`src/rtl/iter_shifter_if.sv`:
```
// Handshake/data bundle between a requester and the iterative shifter.
//   start, a, shamt, mode : request side (driven by master)
//   busy, done, y         : status and result (driven by slave)
interface iter_shifter_if #(
  parameter int N       = 32,
  parameter int SHAMT_W = 5
) ();
  logic               start;
  logic [N-1:0]       a;
  logic [SHAMT_W-1:0] shamt;
  logic [1:0]         mode;
  logic               busy;
  logic               done;
  logic [N-1:0]       y;

  modport master (
    output start, a, shamt, mode,
    input  busy, done, y
  );

  modport slave (
    input  start, a, shamt, mode,
    output busy, done, y
  );
endinterface

```
`src/rtl/iter_shifter.sv`:
```
// Multi-cycle shift unit: shifts an N-bit operand by shamt positions, at most
// STEP positions per clock. Modes: 00 SLL, 01 SRL, 11 SRA, 10 ROL.
// Ports:
//   clk  - clock, all state changes on rising edge
//   rst  - synchronous active-high reset
//   bus  - slave side of iter_shifter_if (start/a/shamt/mode in,
//          busy/done/y out); y holds its value between done pulses.
//
// state | meaning
// ------+-------------------------------------------------------------
// IDLE  | waiting for start; zero-amount shifts complete from here
// SHIFT | working register shifting k=min(STEP,rem) bits per edge
module iter_shifter #(
  parameter int N       = 32,
  parameter int SHAMT_W = 5,
  parameter int STEP    = 1
) (
  input  logic         clk,
  input  logic         rst,
  iter_shifter_if.slave bus
);

  // rem never exceeds N-1, so STEP beyond that behaves like N-1 and the
  // per-edge amount always fits in SHAMT_W bits.
  localparam int STEP_LIM = (STEP > N - 1) ? N - 1 : STEP;
  localparam logic [SHAMT_W-1:0] STEP_K = SHAMT_W'(STEP_LIM);

  typedef enum logic {IDLE, SHIFT} state_t;

  state_t             state_q, state_n;
  logic [N-1:0]       work_q, work_n;
  logic [SHAMT_W-1:0] rem_q, rem_n;
  logic [1:0]         mode_q, mode_n;
  logic [N-1:0]       y_q, y_n;
  logic               done_q, done_n;

  logic [SHAMT_W-1:0] k;
  logic [2*N-1:0]     dbl;
  logic [N-1:0]       shifted;

  always_ff @(posedge clk) begin
    if (rst) begin
      state_q <= IDLE;
      work_q  <= '0;
      rem_q   <= '0;
      mode_q  <= '0;
      y_q     <= '0;
      done_q  <= 1'b0;
    end else begin
      state_q <= state_n;
      work_q  <= work_n;
      rem_q   <= rem_n;
      mode_q  <= mode_n;
      y_q     <= y_n;
      done_q  <= done_n;
    end
  end

  always_comb begin
    k   = (rem_q > STEP_K) ? STEP_K : rem_q;
    // Rotate via a doubled word: the upper half after the shift is the
    // operand rotated left by k.
    dbl = {work_q, work_q} << k;
    case (mode_q)
      2'b00:   shifted = work_q << k;
      2'b01:   shifted = work_q >> k;
      // work_q was loaded with a, and arithmetic shifts keep the MSB, so
      // the MSB is always the original sign bit.
      2'b11:   shifted = $signed(work_q) >>> k;
      default: shifted = dbl[2*N-1:N];
    endcase
  end

  always_comb begin
    state_n = state_q;
    work_n  = work_q;
    rem_n   = rem_q;
    mode_n  = mode_q;
    y_n     = y_q;
    done_n  = 1'b0;
    case (state_q)
      IDLE: begin
        if (bus.start) begin
          if (bus.shamt == '0) begin
            y_n    = bus.a;
            done_n = 1'b1;
          end else begin
            work_n  = bus.a;
            rem_n   = bus.shamt;
            mode_n  = bus.mode;
            state_n = SHIFT;
          end
        end
      end
      SHIFT: begin
        work_n = shifted;
        rem_n  = rem_q - k;
        if (rem_q == k) begin
          y_n     = shifted;
          done_n  = 1'b1;
          state_n = IDLE;
        end
      end
      default: state_n = IDLE;
    endcase
  end

  assign bus.busy = (state_q == SHIFT);
  assign bus.done = done_q;
  assign bus.y    = y_q;

endmodule
```
`src/flat_wrapper.sv`:
```
// flat-port wrapper written by rule: the top's interface ports become plain ports
module iter_shifter_flat 
#(
  parameter int N       = 32,
  parameter int SHAMT_W = 5,
  parameter int STEP    = 1
)
  (clk, rst, bus_start, bus_a, bus_shamt, bus_mode, bus_busy, bus_done, bus_y);
  iter_shifter_if #(.N(N), .SHAMT_W(SHAMT_W)) bus_i ();
  input  logic clk;
  input  logic rst;
  input wire logic [$bits(bus_i.start)-1:0] bus_start;
  input wire logic [$bits(bus_i.a)-1:0] bus_a;
  input wire logic [$bits(bus_i.shamt)-1:0] bus_shamt;
  input wire logic [$bits(bus_i.mode)-1:0] bus_mode;
  output wire logic [$bits(bus_i.busy)-1:0] bus_busy;
  output wire logic [$bits(bus_i.done)-1:0] bus_done;
  output wire logic [$bits(bus_i.y)-1:0] bus_y;
  assign bus_i.start = bus_start;
  assign bus_i.a = bus_a;
  assign bus_i.shamt = bus_shamt;
  assign bus_i.mode = bus_mode;
  assign bus_busy = bus_i.busy;
  assign bus_done = bus_i.done;
  assign bus_y = bus_i.y;
  iter_shifter #(.N(N), .SHAMT_W(SHAMT_W), .STEP(STEP)) u_core (.clk(clk), .rst(rst), .bus(bus_i));
endmodule
```
`config.mk`:
```
export PLATFORM = sky130hd
export DESIGN_NAME = iter_shifter_flat
export DESIGN_NICKNAME = d
export VERILOG_FILES = /design/src/rtl/iter_shifter_if.sv /design/src/rtl/iter_shifter.sv /design/src/flat_wrapper.sv
export SDC_FILE = /design/constraint.sdc
export NUM_CORES = 1
export LEC_CHECK = 0
export ABC_AREA = 1
export CAP_MARGIN = 20
export CORE_MARGIN = 5
export CORE_UTILIZATION = 59
export CTS_BUF_LIST = sky130_fd_sc_hd__clkbuf_8
export CTS_CLUSTER_SIZE = 12
export DETAILED_ROUTE_END_ITERATION = 8
export GPL_ROUTABILITY_DRIVEN = 0
export GPL_TIMING_DRIVEN = 0
export PLACE_DENSITY = 0.95
export RECOVER_POWER = 50
export SKIP_LAST_GASP = 1
export SLEW_MARGIN = 10
export SYNTH_ARGS = -nofsm -noshare
export SYNTH_HDL_FRONTEND = slang
export SYNTH_SLANG_ARGS = --single-unit
```
`constraint.sdc`:
```
create_clock -name clk -period 2.95 [get_ports clk]
set_input_delay 0.295 -clock clk [delete_from_list [all_inputs] [get_ports clk]]
set_output_delay 0.295 -clock clk [all_outputs]
set_load 0.1 [all_outputs]
```
==> flow_metrics.py <==
metrics = {
    "worst_hold_path": {
        "worst_hold_path_type": "flip-flop to flip-flop",
        "min-delay-start": "u_core.bus.y[9]",
    },
    "global_route": {
        "grt_usage": 0.309,
        "antenna_found_initial": 0,
        "grt-ovfl-total": 0,
        "grt_pass1_vias": 4601,
        "grt_max_degree": 13,
        "grt_first_pass_wirelength_um": 21600,
    },
    "final_layout": {
        "multiInputGateArea_um2": 2150,
        "n_fill_cell": 529,
        "postLayoutCoreUtil": 0.767,
        "drive_gt1_frac": 0.0723,
        "nNetsFinal": 785,
        "diodes": 0,
        "layout.cells.non_filler": 843,
        "area_growth_pct": 25.8,
        "register_area_um2": 1460,
    },
    "floorplanning": {
        "initial_core_util": 0.609,
        "die_h_um": 94.0,
        "die-area_um2": 8840,
        "io_pins": 76,
        "rows": 30,
        "die_w_um": 94.0,
        "coreArea_um2": 6830,
    },
    "logic_synthesis": {
        "async_flop_share": 0,
        "syn_inst": 656,
        "ys_seq_elements": 73,
        "yosysSeqAreaShare": 0.351,
        "syn-num-nets": 699,
        "synthTopCellsByCount": "nand2_1 (203), nand3_1 (98), inv_1 (82)",
        "ys_warn_count": 0,
        "yosysUniqueCellTypes": 32,
        "ys.flop_type": "dfxtp_1",
        "yosys-top-cells-area": "dfxtp_1 (35%), nand2_1 (18%), nand3_1 (12%)",
        "netlist_area_um2": 4160,
        "synth.avg_cell_area_um2": 6.35,
        "synth-edff-count": 0,
        "synth_top_area_frac": 0.351,
        "post-synth-top-count-cell": "nand2_1",
        "synth_top_area_cell": "dfxtp_1",
    },
    "placement": {
        "hpwl_um": 9500,
        "dp.cells": 827,
        "port_buffers": 75,
    },
    "power": {
        "internal_power_mw": 2.01,
        "vdd_drop_max_mv": 0.324,
        "combPwrFrac": 0.412,
        "p_clk_frac": 0.254,
        "p_seq_frac": 0.334,
        "switching_power_mw": 1.51,
        "switching_share": 0.428,
        "pwr_density_cell_nw_per_um2": 672,
        "p_leak_nw": 2.60,
    },
    "status": {
        "run_status": "finished with violations",
        "failed_checks": "DRC",
    },
    "route": {
        "drcViolationCount": 4,
        "postRouteAntennaNets": 0,
        "viasPerCell": 5.83,
        "vias": 4913,
        "drt-pass1-iter-count": 9,
        "wirelength_um": 13600,
        "wl_per_cell_um": 16.2,
        "drt_iter0_markers": 733,
    },
    "timing": {
        "final.min_clock_period_ps": 2370,
        "max-slew-margin-rel": 0.339,
        "whs_ps": 473,
        "hold_viol": 0,
        "setup_violations": 0,
        "fin_crit_sh": 0.802,
        "worstMarginPinSlew_ps": 988,
        "setup-tns-final_ps": 0,
        "finClkSkew_ps": 6.56,
        "maxSlewViolCount": 0,
        "rsz0062_at_grt": "no",
        "max_freq_ghz": 0.423,
    },
    "worst_setup_path": {
        "cp_max_fo": 10,
        "crit_type": "flip-flop to flip-flop",
        "critPathLaunch": "u_core.rem_q[1]",
        "arrival_ps": 2660,
        "critPathLaunchType": "flip-flop",
        "r2r-start": "u_core.rem_q[1]",
        "r2r_slack_ps": 580,
        "required_ps": 3240,
        "end_kind": "flip-flop",
    },
    "clocking": {
        "cts_made_buffers": 9,
        "cts_tree": "built",
        "holdBufCountCts": 0,
        "clk_pin_slew_worst_paths_ps": 80,
        "cts_buffer_depth": 2,
        "ctsResizeCount": 0,
        "post_cts_buffers": 0,
        "cts.sink_count": 73,
        "clock_latency_ps": 360,
        "clockRootBuffer": "clkbuf_8",
        "htree_num_levels": 3,
    },
    "job": {
        "drv_cap": 0,
    },
}
routing by layer:
metal | wire (um) | vias up | track usage
met4 | 781 | 0 | 0.164
li1 | - | 2282 | -
met1 | 5030 | 2131 | 0.368
met3 | 1790 | 96 | 0.0793
met5 | 0 | - | 0
met2 | 6050 | 404 | 0.509
layout by cell type, fill, tap and decap left out, types with 2 or more instances in the layout:
master           Yosys  routed
clkbuf_8             0      10
nand2_2              6       6
o211ai_1             3       3
o21bai_1             6       6
a31oi_1              3       3
or2_2                9       9
nand2_1            203     203
buf_2                9       7
a21oi_1             25      25
nand3_1             98      98
o21ai_1             35      35
clkdlybuf4s50_1      0      63
nand4_1              2       2
clkinv_2             0       2
buf_1                3       3
dfxtp_1             73      73
nor2_1               6       6
bufinv_16            0       2
inv_1               82      84
dlygate4sd3_1        0      12
o31ai_1              1       2
nor2_4               2       2
buf_6                8       8
o21ai_0             49      49
inv_2                3       2
clkbuf_1            19      21
through the flow:
step / total power, mW / instance area [um^2] / setup WS (ps)
floorplan: 2.22 / 4160 / 799
global placement: 2.55 / 5030 / 763
detailed placement: 2.60 / 5030 / 733
CTS: 3.48 / 5250 / 743
global route: 3.66 / 5240 / 484
finish: 3.52 / 5240 / 585
critical path, cell delays in order, from the launching register on:
cell     delay [ps]
dfxtp_1         320
inv_1           230
nand3_1         150
nand2_1         100
ha_1            150
inv_1            70
o31ai_1         350
o21ai_2         270
nor2_4          320
inv_2           150
o21ai_1         160
final cells by class:
| class | instances | area share |
|---|---|---|
| tap | 96 | 0.0229 |
| timing repair buffer | 75 | 0.143 |
| buffer | 39 | 0.0411 |
| sequential | 73 | 0.279 |
| multi-input combinational | 458 | 0.410 |
| clock inverter | 6 | 0.0158 |
| clock buffer | 10 | 0.0263 |
| inverter | 86 | 0.0616 |
logic make-up after synthesis:
logic type / share of synthesized area
and+or+nand+nor: 0.353
DFF: 0.351
buffers and inverters: 0.130
adders and majority gates: 0.00301
AOI/OAI and AO/OA: 0.163
sequential cells by signal, summed over array words and instances (netlist names):
signal / cells
u_core.rem_q: 5
u_core.bus.y: 32
u_core.mode_q: 2
u_core.work_q: 32
u_core.bus.done: 1
u_core.bus.busy: 1
final timing paths:
path / end / depth (start not counted)
min: u_core.bus.y[9] / 2
max: u_core.bus.y[26] / 10
min reg2reg: u_core.bus.y[9] / 2
max reg2reg: u_core.bus.y[26] / 10
power by group through the flow:
stage / clock network (mW) / logic, mW / registers [mW]
floorplan: 0 / 0.707 / 1.52
global placement: 0 / 1.36 / 1.19
detailed placement: 0 / 1.40 / 1.19
CTS: 0.889 / 1.42 / 1.17
global route: 0.942 / 1.53 / 1.19
finish: 0.896 / 1.45 / 1.18
Power figures use the tool's default switching activity.
